==> config.mk <==
export PLATFORM = sky130hd
export DESIGN_NAME = inc_dec_driver_flat
export DESIGN_NICKNAME = d
export VERILOG_FILES = /design/src/rtl/inc_dec_driver_if.sv /design/src/rtl/inc_dec_driver.sv /design/src/flat_wrapper.sv
export SDC_FILE = /design/constraint.sdc
export NUM_CORES = 1
export LEC_CHECK = 0
export BUFFER_PORTS_ARGS = -buffer_cell sky130_fd_sc_hd__buf_2
export CORE_ASPECT_RATIO = 1.1
export CORE_UTILIZATION = 24
export DETAILED_ROUTE_END_ITERATION = 12
export GPL_TIMING_DRIVEN = 0
export PLACE_DENSITY = 0.39
export SETUP_SLACK_MARGIN = 0.3
export SLEW_MARGIN = 20
export SYNTH_ARGS = -nofsm -noshare
export SYNTH_HDL_FRONTEND = slang
export SYNTH_SLANG_ARGS = --single-unit
==> constraint.sdc <==
create_clock -name clk_i -period 1.67 [get_ports clk_i]
set_input_delay 0.4175 -clock clk_i [delete_from_list [all_inputs] [get_ports clk_i]]
set_output_delay 0.4175 -clock clk_i [all_outputs]
set_load 0.01 [all_outputs]
==> src/rtl/inc_dec_driver_if.sv <==
// Step bus between the inc/dec driver (master) and the 8-bit inc/dec counter (slave).
// cnt_set is the step strobe; the counter acts on its rising edge.
// cnt_reset qualifies a step as a clear; cnt_ctrl selects direction (0 = up, 1 = down).
interface inc_dec_driver_if;
    logic cnt_set;
    logic cnt_reset;
    logic cnt_ctrl;

    modport master (
        output cnt_set,
        output cnt_reset,
        output cnt_ctrl
    );

    modport slave (
        input cnt_set,
        input cnt_reset,
        input cnt_ctrl
    );
endinterface

==> src/rtl/inc_dec_driver.sv <==
// Initiator for the inc/dec counter step bus. Accepts a target or a clear command in IDLE,
// then emits timed cnt_set pulses until its shadow copy of the counter reaches the target.
// Optional feature: define INC_DEC_DRIVER_SHORTEST_EN to take the shorter modular path
// (wrap-around through 0 allowed, ties increment). Without it the direction is a plain
// unsigned compare and the counter never wraps.
// Reset is synchronous and does not reach the counter; issue clr afterwards to resync.
module inc_dec_driver #(
    parameter int unsigned WIDTH      = 8,
    parameter int unsigned PULSE_HIGH = 2,
    parameter int unsigned PULSE_LOW  = 2
) (
    input  logic                 clk_i,
    input  logic                 reset_ni,
    input  logic                 start_i,
    input  logic                 clr_i,
    input  logic [WIDTH-1:0]     target_i,
    output logic                 busy_o,
    output logic                 done_o,
    output logic [WIDTH-1:0]     shadow_o,
    inc_dec_driver_if.master     step_if
);

    localparam int unsigned MaxPulse = (PULSE_HIGH > PULSE_LOW) ? PULSE_HIGH : PULSE_LOW;
    localparam int unsigned CntW     = (MaxPulse > 1) ? $clog2(MaxPulse) : 1;
    localparam logic [CntW-1:0] HighLoad = CntW'(PULSE_HIGH - 1);
    localparam logic [CntW-1:0] LowLoad  = CntW'(PULSE_LOW - 1);

    typedef enum logic [2:0] {
        StIdle,
        StSetup,
        StHigh,
        StLow,
        StDone
    } state_e;

    state_e            state_q;
    logic              clear_q;      // 1: current operation is a clear, 0: a move
    logic [WIDTH-1:0]  target_q;
    logic [WIDTH-1:0]  shadow_q;
    logic [CntW-1:0]   pulse_cnt_q;
    logic              cnt_set_q;
    logic              cnt_reset_q;
    logic              cnt_ctrl_q;
    logic              busy_q;
    logic              done_q;

    logic              dir_dec;      // direction for a new move, 1 = decrement
    logic [WIDTH-1:0]  shadow_step;  // shadow value after the step about to be issued

`ifdef INC_DEC_DRIVER_SHORTEST_EN
    localparam logic [WIDTH-1:0] Half = {1'b1, {(WIDTH-1){1'b0}}};
    logic [WIDTH-1:0] fwd_dist;

    // Shorter modular path; a distance of exactly half goes up.
    always_comb begin
        fwd_dist = target_i - shadow_q;
        dir_dec  = (fwd_dist > Half);
    end
`else
    // Plain unsigned compare; the move never crosses 0/max.
    always_comb begin
        dir_dec = (target_i < shadow_q);
    end
`endif

    // Shadow tracks what the counter will hold after the strobe edge being raised.
    always_comb begin
        if (clear_q) begin
            shadow_step = '0;
        end else if (cnt_ctrl_q) begin
            shadow_step = shadow_q - 1'b1;
        end else begin
            shadow_step = shadow_q + 1'b1;
        end
    end

    // Operation sequencer with registered step-bus and status outputs.
    always_ff @(posedge clk_i) begin
        if (!reset_ni) begin
            state_q     <= StIdle;
            clear_q     <= 1'b0;
            target_q    <= '0;
            shadow_q    <= '0;
            pulse_cnt_q <= '0;
            cnt_set_q   <= 1'b0;
            cnt_reset_q <= 1'b0;
            cnt_ctrl_q  <= 1'b0;
            busy_q      <= 1'b0;
            done_q      <= 1'b0;
        end else begin
            unique case (state_q)
                StIdle: begin
                    if (clr_i) begin
                        clear_q     <= 1'b1;
                        cnt_reset_q <= 1'b1;
                        cnt_ctrl_q  <= 1'b0;
                        busy_q      <= 1'b1;
                        state_q     <= StSetup;
                    end else if (start_i) begin
                        target_q <= target_i;
                        busy_q   <= 1'b1;
                        if (target_i == shadow_q) begin
                            done_q  <= 1'b1;
                            state_q <= StDone;
                        end else begin
                            clear_q    <= 1'b0;
                            cnt_ctrl_q <= dir_dec;
                            state_q    <= StSetup;
                        end
                    end
                end
                // One cycle of stable ctrl/reset before the first strobe edge.
                StSetup: begin
                    cnt_set_q   <= 1'b1;
                    shadow_q    <= shadow_step;
                    pulse_cnt_q <= HighLoad;
                    state_q     <= StHigh;
                end
                StHigh: begin
                    if (pulse_cnt_q == '0) begin
                        cnt_set_q   <= 1'b0;
                        pulse_cnt_q <= LowLoad;
                        state_q     <= StLow;
                    end else begin
                        pulse_cnt_q <= pulse_cnt_q - 1'b1;
                    end
                end
                StLow: begin
                    if (pulse_cnt_q == '0) begin
                        if (clear_q || (shadow_q == target_q)) begin
                            done_q  <= 1'b1;
                            state_q <= StDone;
                        end else begin
                            cnt_set_q   <= 1'b1;
                            shadow_q    <= shadow_step;
                            pulse_cnt_q <= HighLoad;
                            state_q     <= StHigh;
                        end
                    end else begin
                        pulse_cnt_q <= pulse_cnt_q - 1'b1;
                    end
                end
                StDone: begin
                    done_q      <= 1'b0;
                    busy_q      <= 1'b0;
                    cnt_reset_q <= 1'b0;
                    state_q     <= StIdle;
                end
                default: begin
                    state_q <= StIdle;
                end
            endcase
        end
    end

    assign step_if.cnt_set   = cnt_set_q;
    assign step_if.cnt_reset = cnt_reset_q;
    assign step_if.cnt_ctrl  = cnt_ctrl_q;
    assign busy_o            = busy_q;
    assign done_o            = done_q;
    assign shadow_o          = shadow_q;

endmodule

==> src/flat_wrapper.sv <==
// flat-port wrapper written by rule: the top's interface ports become plain ports
module inc_dec_driver_flat 
#(
    parameter int unsigned WIDTH      = 8,
    parameter int unsigned PULSE_HIGH = 2,
    parameter int unsigned PULSE_LOW  = 2
)
  (clk_i, reset_ni, start_i, clr_i, target_i, busy_o, done_o, shadow_o, step_if_cnt_set, step_if_cnt_reset, step_if_cnt_ctrl);
  inc_dec_driver_if step_if_i ();
  input  logic clk_i;
  input  logic reset_ni;
  input  logic start_i;
  input  logic clr_i;
  input  logic [WIDTH-1:0] target_i;
  output logic busy_o;
  output logic done_o;
  output logic [WIDTH-1:0] shadow_o;
  output wire logic [$bits(step_if_i.cnt_set)-1:0] step_if_cnt_set;
  output wire logic [$bits(step_if_i.cnt_reset)-1:0] step_if_cnt_reset;
  output wire logic [$bits(step_if_i.cnt_ctrl)-1:0] step_if_cnt_ctrl;
  assign step_if_cnt_set = step_if_i.cnt_set;
  assign step_if_cnt_reset = step_if_i.cnt_reset;
  assign step_if_cnt_ctrl = step_if_i.cnt_ctrl;
  inc_dec_driver #(.WIDTH(WIDTH), .PULSE_HIGH(PULSE_HIGH), .PULSE_LOW(PULSE_LOW)) u_core (.clk_i(clk_i), .reset_ni(reset_ni), .start_i(start_i), .clr_i(clr_i), .target_i(target_i), .busy_o(busy_o), .done_o(done_o), .shadow_o(shadow_o), .step_if(step_if_i));
endmodule
==> flow_metrics.tcl <==
set metrics [dict create \
    start_kind "register" \
    synth_top_cell_by_area "dfxtp_1" \
    clock.fmax_ghz 0.582 \
    antenna_found_initial 0 \
    maxSlewHeadroom 0.658 \
    powerDensity_nw_per_um2 848 \
    insertion_delay_ns 0.27 \
    cts_buffer_depth 2 \
    portBuffers 23 \
    r2r-start "u_core.step_if.cnt_ctrl" \
    first_iter_violations 54 \
    grt_pass1_wl_um 8600 \
    busiest_layer "met2" \
    fp.dieH_um 91.5 \
    hold-path-endpoint "u_core.target_q[2]" \
    irDropWorstVdd_v 0.000452 \
    drtPass1Iterations 4 \
    violations "negative setup slack" \
    diodes 0 \
    htreeDepth 1 \
    gp_congestion 0.754 \
    wl_um 5240 \
    syn_nets 233 \
    synth_warnings 0 \
    synth_flop_cell "dfxtp_1" \
    placed_area_um2 2160 \
    finalInstanceArea_um2 2700 \
    cts_made_buffers 3 \
    r2r_slack_ns -0.05 \
    p_leak_nw 1.09 \
    grt_use_met1 0.173 \
    holdPathStages 3 \
    maxCapViolCount 0 \
    fp.coreArea_um2 7050 \
    die-width_um 83.4 \
    place_hpwl_um 3700 \
    required_ns 1.83 \
    crit_arrival_ns 1.87 \
    postSynthCellCount 206 \
    final_hold_viol_count 0 \
    period_minus_slack_ns 1.72 \
    yosysMostFrequentCell "dfxtp_1" \
    ant_nets 0 \
    grt.total_usage 0.144 \
    synth_edf_count 0 \
    outcome "finished with violations" \
    holdWs_ns 0.418 \
    die_area_um2 7630 \
    r2r_end "u_core.shadow_o[7]" \
    wl_per_cell_um 15.6 \
    critPathKind "reg2reg" \
    synth_seq_area_share 0.298 \
    fin_crit_sh 1.03 \
    setup_violations 2 \
    reg2reg_depth 6 \
    syn_area_um2 1750 \
    fin_skew_ns 0.00674 \
    endpoint_kind "register" \
    first_global_vias 1697 \
    hold_path_class "in2reg" \
    clock-sinks 26 \
    grt_max_degree 15 \
    drv_slew 0 \
    vias 1678 \
    yosysUniqueCellTypes 44 \
    root_buffer "clkbuf_8" \
    fin_util 0.384 \
    initial_utilization 0.248 \
    worstHoldStart "target_i[2]" \
    worst_slack_ns -0.0470 \
    drcViolationCount 0 \
    syn2layout_area_growth_pct 54.7 \
    grt-ovfl-total 0 \
    routed_via_density 4.99 \
    ys_top_cells_by_count "dfxtp_1 (26), inv_1 (20), a21oi_1 (18)" \
    power_mw 2.29 \
    synthArstFlopShare 0 \
    clkTransAtPathRegs_ns 0.10 \
    worstPathMaxFanout 8 \
    io_pins 25 \
    met3_usage 0.0309 \
    worstMarginPinSlew_ns 0.513 \
    yosysTopAreaCellShare 0.298 \
    rows 32 \
    grt_setup_unrepaired "true" \
    crit_start "u_core.step_if.cnt_ctrl" \
    ys_seq_elements 26 \
    avgSynthCellArea_um2 8.49 \
    fin_tns_setup_ns -0.0492 \
    gr-usage-met2 0.260 \
    drive_above_1_share 0.494 \
    synth_area_leaders "dfxtp_1 (30%), ha_1 (10%), xor2_1 (6.0%)" \
    finalNetCount 279 \
    cts_tree "yes" \
]
[layout make-up]
cell class / count / area [um2]
buffer: 9 / 53.8
clock buffer: 4 / 55.1
fill: 732 / 4340
inverter: 20 / 86.3
multi-input combinational: 151 / 1530
sequential: 26 / 564
tap: 85 / 106
timing repair buffer: 41 / 309
[routing by layer]
layer	vias to the layer above	part of all wire
met5	-	0
met4	0	0.015
met3	6	0.027
met2	30	0.50
met1	802	0.46
li1	840	-
[through the flow]
step | cells | worst slack, ns
2_1_floorplan | 206 | 0.123
3_3_place_gp | 314 | -0.118
3_5_place_dp | 314 | -0.122
4_1_cts | 331 | -0.0676
5_1_grt | 336 | -0.132
6_report | 336 | -0.0470
[flip-flops by register name, indices dropped and copies added, names as in the netlist]
name	count
u_core.busy_o	1
u_core.clear_q	1
u_core.done_o	1
u_core.pulse_cnt_q	1
u_core.shadow_o	8
u_core.state_q	3
u_core.step_if.cnt_ctrl	1
u_core.step_if.cnt_reset	1
u_core.step_if.cnt_set	1
u_core.target_q	8
[report_power, final]
| group | internal [mW] | switching (mW) |
|---|---|---|
| Sequential | 0.692 | 0.127 |
| Combinational | 0.504 | 0.545 |
| Clock | 0.211 | 0.214 |
[worst max path at each step]
stage               cells after the start  slack (ns)            endpoint
global placement                        6       -0.12  u_core.shadow_o[7]
finish                                  6       -0.05  u_core.shadow_o[7]
CTS                                     6       -0.07  u_core.shadow_o[7]
detailed placement                      6       -0.12  u_core.shadow_o[7]
global route                            6       -0.13  u_core.shadow_o[7]
floorplan                               6        0.12  u_core.shadow_o[7]
[layout by cell type (no fill, tap or decap), drive strengths merged, types with 2 or more instances in the layout]
master   instances
o2111ai          8
clkbuf          10
a211o            2
nor2b            2
nor4             5
nor3             5
nand3           12
o21ai            8
o21bai           2
ha              14
nor2            16
buf             44
mux2i            8
nand4            6
or3              2
o41ai            2
o21a             2
inv             19
o211ai           2
nand2            8
dfxtp           26
xor2            12
a21oi           19
[critical path, stage by stage, from the launching register on]
cell	delay (ns)
dfxtp_4	0.48
buf_6	0.13
ha_4	0.19
or3_1	0.34
o211a_1	0.17
mux2i_1	0.17
nand4_1	0.11
[timing repair]
item	CTS	global route
cloned	1	0
buffers inserted	12	5
hold buffers	0	0
setup endpoints to repair	25	29
pin swaps	20	24
resized for setup	24	47
[cell families after synthesis]
family | Yosys count | share of synthesized area
AOI/OAI and AO/OA | 55 | 0.223
buffers and inverters | 29 | 0.0659
adders and majority gates | 15 | 0.112
and+or+nand+nor | 60 | 0.190
DFF | 26 | 0.298
muxes | 8 | 0.0458
xor gates and xnor gates | 13 | 0.0651
No activity file was read; power rests on OpenSTA's default activity.
